File: src/rtl/result_monitor_if.sv
// CPU write bus seen by the result monitor.
// Ports: adr/wdata/memwrite; master drives, slave observes.
interface result_monitor_if;
  logic [15:0] adr;
  logic [7:0]  wdata;
  logic        memwrite;

  modport master (
    output adr,
    output wdata,
    output memwrite
  );

  modport slave (
    input adr,
    input wdata,
    input memwrite
  );
endinterface

File: src/rtl/result_monitor.sv
// Watches CPU writes for a result byte and issues a PASS/FAIL/NOWRITE verdict.
// Ports: ph2, resetb, bus (slave), result, result_valid, wr_count, cycles, done, pass, fail, nowrite.
module result_monitor #(
  parameter logic [15:0] RESULT_ADDR = 16'h0080,
  parameter logic [15:0] DONE_ADDR   = 16'h00FF,
  parameter logic [7:0]  EXPECTED    = 8'h1F,
  parameter logic [15:0] TIMEOUT     = 16'd190
) (
  input  logic                ph2,
  input  logic                resetb,
  result_monitor_if.slave     bus,
  output logic [7:0]          result,
  output logic                result_valid,
  output logic [7:0]          wr_count,
  output logic [15:0]         cycles,
  output logic                done,
  output logic                pass,
  output logic                fail,
  output logic                nowrite
);

  typedef enum logic [2:0] {
    S_IDLE,
    S_RUN,
    S_EVAL,
    S_PASS,
    S_FAIL,
    S_NOWRITE
  } state_t;

  state_t      r_state;
  state_t      w_next;

  logic [7:0]  r_result;
  logic        r_valid;
  logic [7:0]  r_count;
  logic [15:0] r_cycles;
  logic        r_done;
  logic        r_pass;
  logic        r_fail;
  logic        r_nowrite;

  logic        w_run;
  logic        w_cap;
  logic        w_done_wr;
  logic        w_tmo;
  logic        w_trig;

  assign w_run     = (r_state == S_RUN);
  assign w_cap     = w_run && bus.memwrite
                     && (bus.adr == RESULT_ADDR);
  assign w_done_wr = w_run && bus.memwrite
                     && (bus.adr == DONE_ADDR);
  // Fires on the edge where cycles steps to TIMEOUT.
  assign w_tmo     = w_run
                     && (r_cycles == TIMEOUT - 16'd1);
  assign w_trig    = w_done_wr || w_tmo;

  always_ff @(posedge ph2 or negedge resetb) begin
    if (!resetb) begin
      r_state <= S_IDLE;
    end else begin
      r_state <= w_next;
    end
  end

  // The EVAL decision reads the registered result, which
  // already holds any capture made on the trigger edge.
  always_comb begin
    w_next = r_state;
    unique case (r_state)
      S_IDLE: w_next = S_RUN;
      S_RUN: begin
        if (w_trig) begin
          w_next = S_EVAL;
        end
      end
      S_EVAL: begin
        if (!r_valid) begin
          w_next = S_NOWRITE;
        end else if (r_result == EXPECTED) begin
          w_next = S_PASS;
        end else begin
          w_next = S_FAIL;
        end
      end
      S_PASS:    w_next = S_PASS;
      S_FAIL:    w_next = S_FAIL;
      S_NOWRITE: w_next = S_NOWRITE;
      default:   w_next = S_IDLE;
    endcase
  end

  always_ff @(posedge ph2 or negedge resetb) begin
    if (!resetb) begin
      r_result <= 8'h00;
      r_valid  <= 1'b0;
      r_count  <= 8'h00;
    end else if (w_cap) begin
      r_result <= bus.wdata;
      r_valid  <= 1'b1;
      if (r_count != 8'hFF) begin
        r_count <= r_count + 8'd1;
      end
    end
  end

  always_ff @(posedge ph2 or negedge resetb) begin
    if (!resetb) begin
      r_cycles <= 16'h0000;
    end else if (w_run && (r_cycles != 16'hFFFF)) begin
      r_cycles <= r_cycles + 16'd1;
    end
  end

  // Verdict flags are registered alongside the state so
  // they change on the same edge the state does.
  always_ff @(posedge ph2 or negedge resetb) begin
    if (!resetb) begin
      r_done    <= 1'b0;
      r_pass    <= 1'b0;
      r_fail    <= 1'b0;
      r_nowrite <= 1'b0;
    end else begin
      r_pass    <= (w_next == S_PASS);
      r_fail    <= (w_next == S_FAIL);
      r_nowrite <= (w_next == S_NOWRITE);
      r_done    <= (w_next == S_PASS)
                   || (w_next == S_FAIL)
                   || (w_next == S_NOWRITE);
    end
  end

  assign result       = r_result;
  assign result_valid = r_valid;
  assign wr_count     = r_count;
  assign cycles       = r_cycles;
  assign done         = r_done;
  assign pass         = r_pass;
  assign fail         = r_fail;
  assign nowrite      = r_nowrite;

endmodule
File: src/flat_wrapper.sv
// flat-port wrapper written by rule: the top's interface ports become plain ports
module result_monitor_flat 
#(
  parameter logic [15:0] RESULT_ADDR = 16'h0080,
  parameter logic [15:0] DONE_ADDR   = 16'h00FF,
  parameter logic [7:0]  EXPECTED    = 8'h1F,
  parameter logic [15:0] TIMEOUT     = 16'd190
)
  (ph2, resetb, result, result_valid, wr_count, cycles, done, pass, fail, nowrite, bus_adr, bus_wdata, bus_memwrite);
  result_monitor_if bus_i ();
  input  logic ph2;
  input  logic resetb;
  output logic [7:0] result;
  output logic result_valid;
  output logic [7:0] wr_count;
  output logic [15:0] cycles;
  output logic done;
  output logic pass;
  output logic fail;
  output logic nowrite;
  input wire logic [$bits(bus_i.adr)-1:0] bus_adr;
  input wire logic [$bits(bus_i.wdata)-1:0] bus_wdata;
  input wire logic [$bits(bus_i.memwrite)-1:0] bus_memwrite;
  assign bus_i.adr = bus_adr;
  assign bus_i.wdata = bus_wdata;
  assign bus_i.memwrite = bus_memwrite;
  result_monitor #(.RESULT_ADDR(RESULT_ADDR), .DONE_ADDR(DONE_ADDR), .EXPECTED(EXPECTED), .TIMEOUT(TIMEOUT)) u_core (.ph2(ph2), .resetb(resetb), .bus(bus_i), .result(result), .result_valid(result_valid), .wr_count(wr_count), .cycles(cycles), .done(done), .pass(pass), .fail(fail), .nowrite(nowrite));
endmodule
File: config.mk
export PLATFORM = sky130hd
export DESIGN_NAME = result_monitor_flat
export DESIGN_NICKNAME = d
export VERILOG_FILES = /design/src/rtl/result_monitor_if.sv /design/src/rtl/result_monitor.sv /design/src/flat_wrapper.sv
export SDC_FILE = /design/constraint.sdc
export NUM_CORES = 1
export LEC_CHECK = 0
export ABC_AREA = 1
export BUFFER_PORTS_ARGS = -buffer_cell sky130_fd_sc_hd__buf_2
export CORE_MARGIN = 1
export CORE_UTILIZATION = 38
export CTS_CLUSTER_DIAMETER = 40
export DETAILED_ROUTE_END_ITERATION = 10
export PLACE_DENSITY = 0.68
export SLEW_MARGIN = 5
export SYNTH_ARGS = -nofsm -noshare
export SYNTH_HDL_FRONTEND = slang
export SYNTH_SLANG_ARGS = --single-unit
File: constraint.sdc
create_clock -name ph2 -period 1.76 [get_ports ph2]
set_clock_uncertainty 0.1 [all_clocks]
set_input_delay 0.088 -clock ph2 [delete_from_list [all_inputs] [get_ports ph2]]
set_output_delay 0.088 -clock ph2 [all_outputs]
set_load 0.03 [all_outputs]
==> out/qor_table.md, run 1 <==
| Quantity | Reported |
|---|---|
| FP Rows | 28 |
| Die area | 0.00653 mm^2 |
| FILL cells | 602 |
| Kind of critical path | register to register |
| Ratio of cells with drive above 1 in the final layout | 0.280 |
| Clock slew seen by the registers of the worst setup and hold paths | 0.08 ns |
| Post-Syn Area | 0.00236 mm^2 |
| Inserted Clock Buffers | 5 |
| Wire length per cell after detailed routing | 11.4 um |
| Post-placement cell count | 447 |
| Antenna Violating Nets Remaining | 0 |
| Post-layout instance area | 0.00297 mm^2 |
| Result of the run | finished, final reports clean |
| Critical path peak fanout | 19 |
| Number of cells in the finished layout apart from fillers | 464 |
| Count of buffering cells on the critical path with inverters included | 1 |
| Largest net degree at the start of global routing | 23 |
| Synthesized netlist net count | 336 |
| Final count of pins violating max slew | 0 |
| GP Congestion | 0.886 |
| Maximum cell stage delay along the critical path | 0.42 ns |
| Wire length of the first global-routing pass | 9.13 mm |
| DR iter-0 viols | 63 |
| Overall routing resource usage | 0.181 |
| CTS H-tree depth | 2 |
| Slew at the pin closest to its max-slew limit | 0.526 ns |
| Antenna violations before repair | 0 |
| Total via count in the routed design | 2117 |
| Type of the most critical hold path | primary input to register |
| Ordered cell list for the critical path | ha_2, nand3_4, nor2_4, nand3_2, nand2_8, inv_6, o21ai_0 |
| Post-Route Setup TNS | 0 ns |
| Hold Vio Cnt, Final | 0 |
| Synth top area share | 0.424 |
| Setup repair after global routing missed its margin | no |
| Via density per instance | 4.56 |
| Setup bufs post-CTS | 0 |
| Synthesized area per cell | 7.71 um^2 |
| DRC violations left | 0 |
| Crit end category | register |
| Total placed instance area | 0.00278 mm^2 |
| Footprint of the flip-flops and latches | 0.00100 mm^2 |
| Via count of the first global-routing pass | 2022 |
| Synth warnings | 0 |
| Worst path slowest cell | sky130_fd_sc_hd__dfrtp_2 |
| Clock Sink Count | 40 |
| Top-level I/O count | 64 |
| Synth top area cells | sky130_fd_sc_hd__dfrtp_1, sky130_fd_sc_hd__nand2_1, sky130_fd_sc_hd__inv_1 |
| Routed wire length | 5.30 mm |
| Iteration count of the initial detailed-routing pass | 4 |
| Net count reported at finish | 418 |
| Cell count after synthesis | 306 |
| Total of buffers placed on input and output ports | 63 |
| Area added between synthesis and finish | 26.1% |
| Period minus WS final | 1.66 ns |
| Maximum vdd ir drop | 0.345 mV |
| Worst setup SP type | register |
| Sum of overflow across all layers after global routing | 0 |
| Cell taking the most area after synthesis | sky130_fd_sc_hd__dfrtp_1 |
| Max-capacitance violation count | 0 |
| Count of endpoints failing setup in the final report | 0 |
| Inserted Diodes | 0 |
| Clock Latency Late Sink | 0.29 ns |
| Static leakage power | 1.58 nW |
| Die extent in y | 80.8 um |
| Initial Utilization | 0.396 |
| Register bit count reported by yosys | 40 |
| Deepest clock path buffer count | 2 |
| CTS tree | done |
| Floorplan core area | 0.00596 mm^2 |
| DP HPWL | 4.03 mm |
| Buffer cell driving the clock tree root | sky130_fd_sc_hd__clkbuf_8 |
| PwrDens | 557 mW/mm^2 |
| Remaining max-slew budget at the tightest pin | 0.649 |
| Highest clock rate | 604 MHz |
| Finished Core Util | 0.499 |
| Fraction of the cycle the final worst path needs | 0.941 |
| Worst endpoint required time | 1.87 ns |
| Data arrival time of the worst path | 1.76 ns |
| Horizontal extent of the die | 80.8 um |
| Share of synthesized area occupied by flip-flops and latches | 0.424 |
| Tot Pwr | 0.00166 W |
| Area of combinational cells with multiple inputs | 0.00115 mm^2 |
| Family of cells with the greatest summed delay on the critical path | simple AND/OR/NAND/NOR gates |
| Distinct cells, synth | 27 |
-- logic make-up (layout without fill, tap and decap cells) --
| logic type | count (synthesis) | after routing | share of synthesized area |
|---|---|---|---|
| and+or+nand+nor | 177 | 177 | 0.338 |
| buffers and inverters | 48 | 131 | 0.0907 |
| DFF | 40 | 40 | 0.424 |
| xor gates and xnor gates | 15 | 15 | 0.0557 |
| adders and majority gates | 3 | 3 | 0.0159 |
| AOI/OAI and AO/OA | 23 | 23 | 0.0748 |
-- worst min-delay path: cells and delay by family --
kind / cells / cell delay, ns
and+or+nand+nor: 4 / 0.28
buffers and inverters: 1 / 0.10
-- final timing paths --
path                                   from                end  slack, ns  depth (start not counted)
max                        u_core.cycles[1]   u_core.cycles[6]       0.10                          7
min                              bus_adr[1]  u_core.r_state[1]       0.12                          5
max reg2reg                u_core.cycles[1]   u_core.cycles[6]       0.10                          7
min reg2reg                u_core.result[2]   u_core.result[2]       0.41                          2
max in group asynchronous            resetb  u_core.cycles[12]       0.82                          3
min in group asynchronous            resetb  u_core.cycles[11]       0.20                          2
-- flip-flops by register name (all words and copies together) (netlist names) --
| register | count |
|---|---|
| u_core.r_state | 3 |
| u_core.done | 1 |
| u_core.result | 8 |
| u_core.nowrite | 1 |
| u_core.fail | 1 |
| u_core.result_valid | 1 |
| u_core.wr_count | 8 |
| u_core.pass | 1 |
| u_core.cycles | 16 |
-- synth_stat cells --
| master | count |
|---|---|
| sky130_fd_sc_hd__a21oi_1 | 2 |
| sky130_fd_sc_hd__a22oi_1 | 2 |
| sky130_fd_sc_hd__buf_6 | 1 |
| sky130_fd_sc_hd__buf_8 | 1 |
| sky130_fd_sc_hd__clkbuf_8 | 1 |
| sky130_fd_sc_hd__dfrtp_1 | 40 |
| sky130_fd_sc_hd__ha_1 | 3 |
| sky130_fd_sc_hd__inv_1 | 43 |
| sky130_fd_sc_hd__inv_2 | 1 |
| sky130_fd_sc_hd__inv_6 | 1 |
| sky130_fd_sc_hd__nand2_1 | 104 |
| sky130_fd_sc_hd__nand2_2 | 3 |
| sky130_fd_sc_hd__nand2_4 | 1 |
| sky130_fd_sc_hd__nand3_1 | 16 |
| sky130_fd_sc_hd__nand3_2 | 2 |
| sky130_fd_sc_hd__nand3_4 | 1 |
| sky130_fd_sc_hd__nand4_1 | 8 |
| sky130_fd_sc_hd__nand4_4 | 1 |
| sky130_fd_sc_hd__nor2_1 | 30 |
| sky130_fd_sc_hd__nor2_2 | 1 |
| sky130_fd_sc_hd__nor2_4 | 2 |
| sky130_fd_sc_hd__nor3_1 | 7 |
| sky130_fd_sc_hd__nor3b_2 | 1 |
| sky130_fd_sc_hd__o21ai_0 | 4 |
| sky130_fd_sc_hd__o21ai_2 | 15 |
| sky130_fd_sc_hd__xnor2_1 | 7 |
| sky130_fd_sc_hd__xor2_1 | 8 |
-- metal layers --
metal	vias up	global-route usage	routed length, um
met2	29	0.306	2550
met1	960	0.235	2540
li1	1123	-	-
met5	-	0	0
met3	5	0.0292	141
met4	0	0.0589	66
-- where the power goes --
group / switching (W) / internal [W]
logic: 0.0000401 / 0.0000413
registers: 0.000000000959 / 0.000918
clock network: 0.000341 / 0.000318
-- timing repair --
item | CTS | global route
gates resized for setup | 0 | 2
endpoints found under the hold margin | 28 | 0
hold buffers | 9 | 0
setup endpoints to repair | 0 | 12
-- cell type report --
type,count,share of cell area
Timing Repair Buffer,78,0.151
Clock buffer,6,0.0278
Sequential cell,40,0.337
Tap cell,75,0.0316
Inverter,45,0.0585
Clock inverter,2,0.00505
Multi-Input combinational cell,218,0.388
-- per-stage QoR --
| step | hold WS (ns) | setup WS (ns) |
|---|---|---|
| finish | 0.125 | 0.104 |
| global route | 0.141 | 0.00302 |
| CTS | 0.119 | 0.0177 |
| detailed placement | 0.000419 | 0.0319 |
| global placement | -0.0104 | 0.139 |
| floorplan | -0.308 | 0.0583 |
-- cell usage in the layout (no fill, tap or decap), types with 3 or more instances in the layout --
cell type and instances:
sky130_fd_sc_hd__o21ai_2 15, sky130_fd_sc_hd__xor2_1 8, sky130_fd_sc_hd__nand2_2 3, sky130_fd_sc_hd__nand3_1 16, sky130_fd_sc_hd__nand2_1 104, sky130_fd_sc_hd__buf_2 63, sky130_fd_sc_hd__xnor2_1 7, sky130_fd_sc_hd__o21ai_0 4
sky130_fd_sc_hd__nand4_1 8, sky130_fd_sc_hd__clkbuf_8 6, sky130_fd_sc_hd__dfrtp_1 38, sky130_fd_sc_hd__dlygate4sd3_1 9, sky130_fd_sc_hd__nor3_1 7, sky130_fd_sc_hd__inv_1 43, sky130_fd_sc_hd__nor2_1 30, sky130_fd_sc_hd__buf_4 6
Power figures use the tool's default switching activity.
==> run 2, diff against run 1 <==
==> constraint.sdc (replaced) <==
create_clock -name ph2 -period 1.76 [get_ports ph2]
set_clock_uncertainty 0.1 [all_clocks]
set_input_delay 0.176 -clock ph2 [delete_from_list [all_inputs] [get_ports ph2]]
set_output_delay 0.176 -clock ph2 [all_outputs]
set_load 0.03 [all_outputs]
==> run 2 against run 1 <==
First-iteration DRC count rose by 100%; sequential share of layout area up 0.93 points; register-to-register slack improved by 0.03 ns; critical path type unchanged; largest cell class unchanged; largest power group unchanged.
==> out/qor_table.md, run 2 (same netlist as run 1, synthesis figures left out) <==
| Quantity | Reported |
|---|---|
| Result of the run | finished, final reports clean |
| Flip-flop count of the largest register after layout | 16 |
| PwrDens | 570 mW/mm^2 |
| Final count of pins violating max slew | 0 |
| Finished Core Util | 0.486 |
| Area of combinational cells with multiple inputs | 0.00115 mm^2 |
| Family of cells with the greatest summed delay on the critical path | simple AND/OR/NAND/NOR gates |
| Crit end category | register |
| Worst setup SP type | register |
| R2r setup slk | 0.13 ns |
| Worst path slowest cell | sky130_fd_sc_hd__dfrtp_2 |
| Clock slew seen by the registers of the worst setup and hold paths | 0.08 ns |
| Hold Vio Cnt, Final | 0 |
| DRC violations left | 0 |
| Deepest clock path buffer count | 2 |
| Remaining max-slew budget at the tightest pin | 0.683 |
| Capturing instance or port of the critical path | u_core.cycles[6] |
| Wire length per cell after detailed routing | 11.3 um |
| Type of the most critical hold path | primary input to register |
| Maximum cell stage delay along the critical path | 0.42 ns |
| Period minus WS final | 1.63 ns |
| Number of cells in the finished layout apart from fillers | 456 |
| Net count reported at finish | 410 |
| Floorplan core area | 0.00596 mm^2 |
| DR iter-0 viols | 129 |
| Die extent in y | 80.8 um |
| Footprint of the flip-flops and latches | 0.00100 mm^2 |
| Beginning of the critical path | u_core.cycles[1] |
| Iteration count of the initial detailed-routing pass | 5 |
| Number of stages on the worst setup path | 8 |
| Kind of critical path | register to register |
| Largest net degree at the start of global routing | 21 |
| Area added between synthesis and finish | 22.7% |
| Worst endpoint required time | 1.85 ns |
| Worst Hold Depth | 3 |
| Wire length of the first global-routing pass | 8.65 mm |
| Inserted Diodes | 0 |
| Overall routing resource usage | 0.173 |
| FILL cells | 625 |
| Ordered cell list for the critical path | ha_2, nand3_4, nor2_4, nand3_2, nand2_8, inv_6, nand2_1, o21ai_0 |
| Static leakage power | 1.54 nW |
| Total via count in the routed design | 2147 |
| Final worst hold slack | 0.00851 ns |
| Antenna Violating Nets Remaining | 0 |
| CTS tree | done |
| Critical path peak fanout | 19 |
| Antenna violations before repair | 0 |
| GP Congestion | 0.849 |
| Setup bufs post-CTS | 0 |
| Die area | 0.00653 mm^2 |
| Via count of the first global-routing pass | 1943 |
| Data arrival time of the worst path | 1.72 ns |
| Leading cell type in the layout, fill and taps excluded | sky130_fd_sc_hd__nand2_1 |
| Reg-to-reg endpoint | u_core.cycles[6] |
| Tot Pwr | 0.00165 W |
| Initial Utilization | 0.396 |
| Total of buffers placed on input and output ports | 63 |
| Fraction of the cycle the final worst path needs | 0.926 |
| DP HPWL | 3.95 mm |
| Max-capacitance violation count | 0 |
| CTS H-tree depth | 2 |
| Clock Sink Count | 40 |
| Ratio of cells with drive above 1 in the final layout | 0.286 |
| Maximum vdd ir drop | 0.302 mV |
| Reg-to-reg startpoint | u_core.cycles[1] |
| Worst Reg-to-Reg Cells | 8 |
| Highest clock rate | 614 MHz |
| Slew at the pin closest to its max-slew limit | 0.471 ns |
| Via density per instance | 4.71 |
| Routed wire length | 5.16 mm |
| Post-layout instance area | 0.00289 mm^2 |
| Count of buffering cells on the critical path with inverters included | 1 |
| Horizontal extent of the die | 80.8 um |
| Inserted Clock Buffers | 5 |
| Total placed instance area | 0.00278 mm^2 |
| FP Rows | 28 |
| Clock Latency Late Sink | 0.30 ns |
| Top-level I/O count | 64 |
| Most frequent cells in the layout | sky130_fd_sc_hd__nand2_1, sky130_fd_sc_hd__buf_2, sky130_fd_sc_hd__inv_1, sky130_fd_sc_hd__dfrtp_1, sky130_fd_sc_hd__nor2_1 |
| Buffer cell driving the clock tree root | sky130_fd_sc_hd__clkbuf_8 |
| Count of endpoints failing setup in the final report | 0 |
| Sum of overflow across all layers after global routing | 0 |
| Post-placement cell count | 447 |
run 2: cell types whose count changed in the layout (fill, tap and decap cells not counted):
cell	previous run	this run
sky130_fd_sc_hd__dlygate4sd3_1	9	1
run 2: per-layer routing:
layer	global-route usage	wire (um)
met5	0	0
met4	0.0571	75
met3	0.0404	281
met2	0.281	2520
met1	0.226	2290
run 2: how the worst min path moves through the flow:
stage | startpoint | endpoint | slack [ns]
finish | bus_wdata[6] | u_core.result[6] | 0.009
global route | bus_wdata[7] | u_core.result[7] | 0.002
CTS | bus_wdata[7] | u_core.result[7] | 0.003
detailed placement | resetb | u_core.cycles[11] | 0.06
global placement | resetb | u_core.cycles[11] | 0.05
floorplan | resetb | u_core.cycles[0] | -0.22
run 2: worst min-delay path: cells and delay by family:
kind | cells | cell delay [ns]
compound gates | 1 | 0.05
buf+inv | 2 | 0.14
run 2: what timing repair did:
action | in CTS | in global routing
hold buffers | 1 | 0
setup endpoints to repair | 0 | 11
resized for setup | 0 | 2
hold endpoints to repair | 18 | 0
run 2: stage by stage:
stage | TNS [ns] | setup slack (ns)
final | 0 | 0.131
after CTS | 0 | 0.0658
after global routing | -0.0117 | -0.0117
after global placement | 0 | 0.140
after detailed placement | 0 | 0.0854
after floorplan | 0 | 0.0583
run 2: power breakdown:
group	internal [W]	switching (W)
Combinational	0.0000298	0.0000367
Clock	0.000318	0.000349
Sequential	0.000918	0.000000000994
Total	0.00127	0.000385
run 2: final cells by class:
cell class | instances | area share
multi-input cells | 218 | 0.399
flip-flops and latches | 40 | 0.347
repair buffers | 70 | 0.128
inverters | 45 | 0.0601
well taps | 75 | 0.0324
clock buffers | 6 | 0.0285
clock inverters | 2 | 0.00519
